===== config.mk =====
export PLATFORM = sky130hd
export DESIGN_NAME = serial
export DESIGN_NICKNAME = d
export VERILOG_FILES = /design/src/rtl/encode_pkg.sv /design/src/rtl/counter.sv /design/src/rtl/serial.sv
export SDC_FILE = /design/constraint.sdc
export NUM_CORES = 1
export LEC_CHECK = 0
export CAP_MARGIN = 5
export CORE_MARGIN = 2
export CORE_UTILIZATION = 35
export DETAILED_ROUTE_END_ITERATION = 12
export HOLD_SLACK_MARGIN = 0.06
export SLEW_MARGIN = 30
export SYNTH_ARGS = -nofsm -noshare
export SYNTH_HDL_FRONTEND = slang
export SYNTH_HIERARCHICAL = 1
export SYNTH_SLANG_ARGS = --single-unit

===== constraint.sdc =====
create_clock -name i_clk -period 2.5 [get_ports i_clk]
set_input_delay 0.75 -clock i_clk [delete_from_list [all_inputs] [get_ports i_clk]]
set_output_delay 0.75 -clock i_clk [all_outputs]
set_load 0.02 [all_outputs]

===== src/rtl/encode_pkg.sv =====
// Shared definitions for the encode path blocks.
// Holds the serializer state type so later encode blocks can reuse it.
package encode_pkg;

    typedef enum logic {
        IDLE  = 1'b0,
        SHIFT = 1'b1
    } t_ser_state;

endpackage : encode_pkg


===== src/rtl/counter.sv =====
// Modulo up/down counter, wrapping between 0 and p_scale.
// o_wrap flags an increment out of p_scale or a decrement out of 0.
module counter #(
    parameter int p_scale = 7,
    localparam int LP_W = (p_scale > 0) ? $clog2(p_scale + 1) : 1
) (
    input  logic            i_clk,
    input  logic            i_rst,
    input  logic            i_inc,
    input  logic            i_dec,
    output logic [LP_W-1:0] o_val,
    output logic            o_wrap
);

    localparam logic [LP_W-1:0] LP_TOP  = LP_W'(p_scale);
    localparam logic [LP_W-1:0] LP_ZERO = {LP_W{1'b0}};
    localparam logic [LP_W-1:0] LP_ONE  = LP_W'(1);

    logic [LP_W-1:0] r_val;
    logic            w_up;
    logic            w_dn;

    assign w_up   = i_inc & ~i_dec;
    assign w_dn   = i_dec & ~i_inc;
    assign o_val  = r_val;
    assign o_wrap = (w_up && (r_val == LP_TOP)) || (w_dn && (r_val == LP_ZERO));

    // Count register; simultaneous inc and dec cancel out.
    always_ff @(posedge i_clk) begin
        if (i_rst) begin
            r_val <= LP_ZERO;
        end else if (w_up) begin
            r_val <= (r_val == LP_TOP) ? LP_ZERO : r_val + LP_ONE;
        end else if (w_dn) begin
            r_val <= (r_val == LP_ZERO) ? LP_TOP : r_val - LP_ONE;
        end else begin
            r_val <= r_val;
        end
    end

endmodule : counter


===== src/rtl/serial.sv =====
// Parallel-to-serial converter: MSB-first, one bit per step strobe,
// with a one-word holding register for gapless back-to-back words.
module serial
    import encode_pkg::*;
#(
    parameter int p_width = 8
) (
    input  logic               i_clk,
    input  logic               i_rst,
    input  logic [p_width-1:0] i_dat,
    input  logic               i_wr,
    output logic               o_rdy,
    input  logic               i_stp,
    output logic               o_val,
    output logic               o_stp,
    output logic               o_lst,
    output logic               o_bsy
);

    localparam int                LP_IW   = $clog2(p_width);
    localparam logic [LP_IW-1:0]  LP_LAST = LP_IW'(p_width - 1);

    t_ser_state         r_state;
    t_ser_state         w_state_nxt;
    logic [p_width-1:0] r_sh;
    logic [p_width-1:0] r_hd;
    logic               r_hf;
    logic [LP_IW-1:0]   w_idx;
    logic               w_acc;
    logic               w_stp;
    logic               w_lst;
    logic               w_load;
    logic               w_idx_clr;
    logic               w_unused_wrap;

    assign w_acc  = i_wr & ~r_hf;
    assign w_stp  = i_stp && (r_state == SHIFT) && !i_rst;
    // Last bit is decoded from the index value, so it also holds for non-power-of-two widths.
    assign w_lst  = w_stp && (w_idx == LP_LAST);
    assign w_load = ((r_state == IDLE) && w_acc) || w_lst;
    assign w_idx_clr = i_rst | w_load;

    assign o_rdy = ~r_hf;
    assign o_stp = w_stp;
    assign o_lst = w_lst;
    assign o_val = r_sh[p_width-1];
    assign o_bsy = (r_state == SHIFT);

    counter #(
        .p_scale (p_width - 1)
    ) u_idx (
        .i_clk  (i_clk),
        .i_rst  (w_idx_clr),
        .i_inc  (w_stp),
        .i_dec  (1'b0),
        .o_val  (w_idx),
        .o_wrap (w_unused_wrap)
    );

    // Next-state decode: leave SHIFT only when the last bit goes with nothing queued.
    always_comb begin
        w_state_nxt = r_state;
        case (r_state)
            IDLE: begin
                if (w_acc) begin
                    w_state_nxt = SHIFT;
                end else begin
                    w_state_nxt = IDLE;
                end
            end
            SHIFT: begin
                if (w_lst && !r_hf && !w_acc) begin
                    w_state_nxt = IDLE;
                end else begin
                    w_state_nxt = SHIFT;
                end
            end
            default: w_state_nxt = IDLE;
        endcase
    end

    // State, shift and holding registers.
    always_ff @(posedge i_clk) begin
        if (i_rst) begin
            r_state <= IDLE;
            r_sh    <= {p_width{1'b0}};
            r_hd    <= {p_width{1'b0}};
            r_hf    <= 1'b0;
        end else begin
            r_state <= w_state_nxt;
            if (r_state == IDLE) begin
                if (w_acc) begin
                    r_sh <= i_dat;
                end
            end else if (w_lst) begin
                if (r_hf) begin
                    r_sh <= r_hd;
                    r_hf <= 1'b0;
                end else if (w_acc) begin
                    r_sh <= i_dat;
                end else begin
                    r_sh <= {p_width{1'b0}};
                end
            end else begin
                if (w_stp) begin
                    r_sh <= {r_sh[p_width-2:0], 1'b0};
                end
                if (w_acc) begin
                    r_hd <= i_dat;
                    r_hf <= 1'b1;
                end
            end
        end
    end

endmodule : serial


# After elaboration in Yosys (flattened, before gate mapping)

Index checks and enable logic that the tools add are counted.

Eq/ne operators: 2
Div/mod/pow operators: 0
Bitwise logic cells: 5
Multiply operators: 0
Mux-type cells: 12
$lt $le $gt $ge: 0
$add $sub $neg: 1
Reduce and logical (&&, ||, !) cells: 15
Shift operators: 0

Operator list:

| operator              | count |
|---|---|
| $mux W8               | 6 |
| $logic_and A1 B1 Y1   | 6 |
| $mux W1               | 4 |
| $reduce_and A2 Y1     | 2 |
| $reduce_bool A2 Y1    | 2 |
| $add A3 B1 Y3 const B | 1 |
| $eq A3 B3 Y1 const B  | 1 |
| $logic_not A1 Y1      | 3 |
| $mux W3               | 1 |
| $ne A3 B1 Y1 const B  | 1 |
| $not A1 Y1            | 3 |
| $reduce_and A3 Y1     | 1 |
| $pmux W1 S2           | 1 |
| $and A1 B1 Y1         | 1 |
| $logic_or A1 B1 Y1    | 1 |
| $or A1 B1 Y1          | 1 |

Bits in read-only memories: 0
Bits in registers: 21
Input bits: 12
Bits in latches: 0
Memories kept: 0
Word-level logic and storage cells: 40
Memory bits (writable): 0

# Longest topological paths before layout

Depth in word-level cells: 7
Mapped depth: 8
Mapped depth without buffers: 6

# Cells and area by module

Netlist, hierarchy kept.

Modules (own cells, without submodules):

| module  | sequential area each (µm²) | area an instance (µm²) | times used | cells an instance |
|---|---|---|---|---|
| serial  | 360.3                      | 965.9                  | 1          | 120 |
| counter | 60.1                       | 251.5                  | 1          | 27 |

# Worst setup path before layout

OpenSTA, ideal clock, no wires.

Kind: input port to flip-flop
From: input i_rst
To: register u_idx.r_val[2], in the netlist u_idx/o_val[2]
Stages on the path: 6
Arrival time: 2.062 ns
Setup slack: 0.334 ns
Library setup time: 0.103 ns
Cell sequence: nand3b_1 > clkbuf_1 > inv_1 > inv_1 > ha_1 > a2111oi_2

Longest elaborated chain between the ends: 5

Ends and longest elaborated chain:

| item                    | RTL line      | source |
|---|---|---|
| from (decl)             | serial.sv:9   | `input logic i_rst,` |
| $logic_not A1 Y1 (*)    | serial.sv:37  | `assign w_stp = i_stp && (r_state == SHIFT) && !i_rst;` |
| $logic_and A1 B1 Y1 (*) | serial.sv:37  |  |
| net o_stp               | serial.sv:15  | `output logic o_stp,` |
| $logic_and A1 B1 Y1     | --            |  |
| $logic_or A1 B1 Y1      | serial.sv:40  | `assign w_load = ((r_state == IDLE) && w_acc) \|\| w_lst;` |
| $or A1 B1 Y1            | serial.sv:41  | `assign w_idx_clr = i_rst \| w_load;` |
| to (signal assigned)    | counter.sv:33 | `r_val <= (r_val == LP_TOP) ? LP_ZERO : r_val + LP_ONE;` |
| to (signal assigned)    | counter.sv:35 | `r_val <= (r_val == LP_ZERO) ? LP_TOP : r_val - LP_ONE;` |
| to (signal assigned)    | counter.sv:37 | `r_val <= r_val;` |
| to (decl)               | counter.sv:19 | `logic [LP_W-1:0] r_val;` |

The timed path passes the listed nets; every way through them passes the cells marked *.
A chain may end at the register's enable or synchronous reset.

# Worst setup path after layout

From: input i_rst
To: output o_lst

Longest elaborated chain between the ends: 3

Ends and longest elaborated chain:

| item                | RTL line     | source |
|---|---|---|
| $logic_not A1 Y1    | serial.sv:37 |  |
| $logic_and A1 B1 Y1 | serial.sv:37 |  |
| $logic_and A1 B1 Y1 | --           |  |
| to (decl)           | serial.sv:16 | `output logic o_lst,` |

No other way between the ends.

==> flow_metrics.tcl <==
set metrics [dict create \
    max-cap-violations 0 \
    start_kind "input port" \
    avgSynthCellArea_um2 8.270 \
    period_needed_ns 2.366 \
    num_rows 21 \
    vias_per_cell 4.972 \
    numCtsBuffers 3 \
    ios 17 \
    grt_usage_pct 15.38 \
    wl_mm 2.758 \
    setup_tns_ns 0 \
    root_buffer "clkbuf_4" \
    die_y_um 62.74 \
    worstSkewPairLatency_ns 0.31 \
    netlist_area_mm2 0.001207 \
    cts_hold_buf 0 \
    drive_above_1_share_pct 15.29 \
    gr-total-overflow 0 \
    rsz0062_at_grt "no" \
    grt_pass1_wl_mm 4.830 \
    holdWs_ns 0.5066 \
    h-tree-depth 1 \
    vias 1074 \
    clk_path_buf_depth 2 \
    path_delay_family "simple AND/OR/NAND/NOR gates" \
    wl_per_cell_um 12.77 \
    cp_max_fo 2 \
    syn_inst 146 \
    ctsResizeCount 12 \
    detail-route-antenna-nets 0 \
    stdcell_area_mm2 0.001501 \
    portBuffers 16 \
    rr_startpoint "r_hf" \
    critPathBufInv 3 \
    crit_type "input port to primary output" \
    dp_slack_ns -0.5629 \
    cp_cell_sequence "dlygate4sd2_1, nand3b_1, or2_1, inv_2, buf_6" \
    antenna_found_initial 0 \
    place_area_mm2 0.001480 \
    cellLeakagePower_nw 0.5969 \
    die_w_um 62.74 \
    clk_pin_slew_ns 0.13 \
    drc 0 \
    grt_pass1_vias 1127 \
    clock_skew_ns 0.005591 \
    antenna_cells 0 \
    setup-violations-final 0 \
    holdCritPathClass "register to register" \
    fin_nets 189 \
    period_share_pct 94.65 \
    cts.sink_count 21 \
    gp_congestion 0.7374 \
    dr.pass1.iters 4 \
    outcome "finished clean" \
    fmaxAchievable_mhz 422.6 \
    hpwl_mm 2.009 \
    hold_viol_final 0 \
    setup_ws_ns 0.1338 \
    pwr_density_cell_mw_per_mm2 490.2 \
    drtIter0Drc 32 \
    crit_arrival_ns 1.62 \
    grt_max_degree 21 \
    cts_setup_buffers 0 \
    start_util_pct 36.18 \
    peakVddDrop_mv 0.1996 \
    hp-start "r_sh[7]" \
    syn_to_final_growth_pct 24.35 \
    cts_tree "built" \
    slowest_delay_ns 0.26 \
    ys_warn_count 6 \
    drv_slew 0 \
    critPathLaunch "i_rst" \
    die_area_mm2 0.003936 \
    crit_path_end_kind "primary output" \
    core_area_mm2 0.003337 \
    cp_slowest_cell "or2_1" \
    cp_data_required_time_ns 1.75 \
]
layout by cell type (no fill, tap or decap), types with 2 or more instances in the layout:
cell type / instances
nor3_1: 7
nand2_1: 20
ha_1: 6
nand3b_1: 3
conb_1: 2
nor2_1: 18
clkdlybuf4s50_1: 12
nand3_1: 2
o21ai_0: 11
a211oi_1: 4
inv_1: 8
clkbuf_4: 3
a21oi_1: 4
dlygate4sd2_1: 2
mux2i_1: 9
buf_4: 11
o21a_1: 5
a221oi_2: 5
dfxtp_1: 21
flip-flops by register name, summed over array words and instances, names as in the netlist:
name	count
o_bsy	1
r_hd	8
r_hf	1
r_sh	8
u_idx/o_val	3
power breakdown:
group | internal [mW] | leakage, nW | switching [mW]
clock network | 0.0598 | 0.0177 | 0.110
registers | 0.362 | 0.173 | 0.0188
logic | 0.0880 | 0.406 | 0.0968
routing by layer:
metal	up-vias	track usage, %	part of all wire [%]
li1	550	-	-
met1	503	18.19	46
met2	16	27.55	49
met3	5	2.703	2.9
met4	0	5.833	1.5
met5	-	0	0
through the flow:
step | utilization (%) | power [mW] | std cells
2_1_floorplan | - | 0.5111 | 147
3_3_place_gp | 44.36 | 0.5670 | 212
3_5_place_dp | 44.36 | 0.5755 | 212
4_1_cts | 44.99 | 0.7470 | 216
5_1_grt | 44.99 | 0.7848 | 216
6_report | 44.99 | 0.7360 | 216
tightest hold or removal path: stages, from the launching register on:
cell	delay (ns)
dfxtp_1	0.33
nor2_1	0.10
nor3_1	0.05
path summary, 6_finish.rpt:
kind                                end  slack [ns]  depth (start not counted)
worst min-delay path            r_sh[7]        0.51                          2
worst max register to register  r_sh[6]        0.78                          5
worst min register to register  r_sh[7]        0.51                          2
worst max-delay path              o_lst        0.13                          5
final cells by class:
type | instances | area, um2
Clock buffer | 3 | 22.52
Fill cell | 358 | 1836
Tap cell | 46 | 57.56
Multi-Input combinational cell | 108 | 705.7
Sequential cell | 21 | 420.4
Inverter | 9 | 33.78
Timing Repair Buffer | 28 | 256.5
Clock inverter | 1 | 5.005
Power figures use the tool's default switching activity.
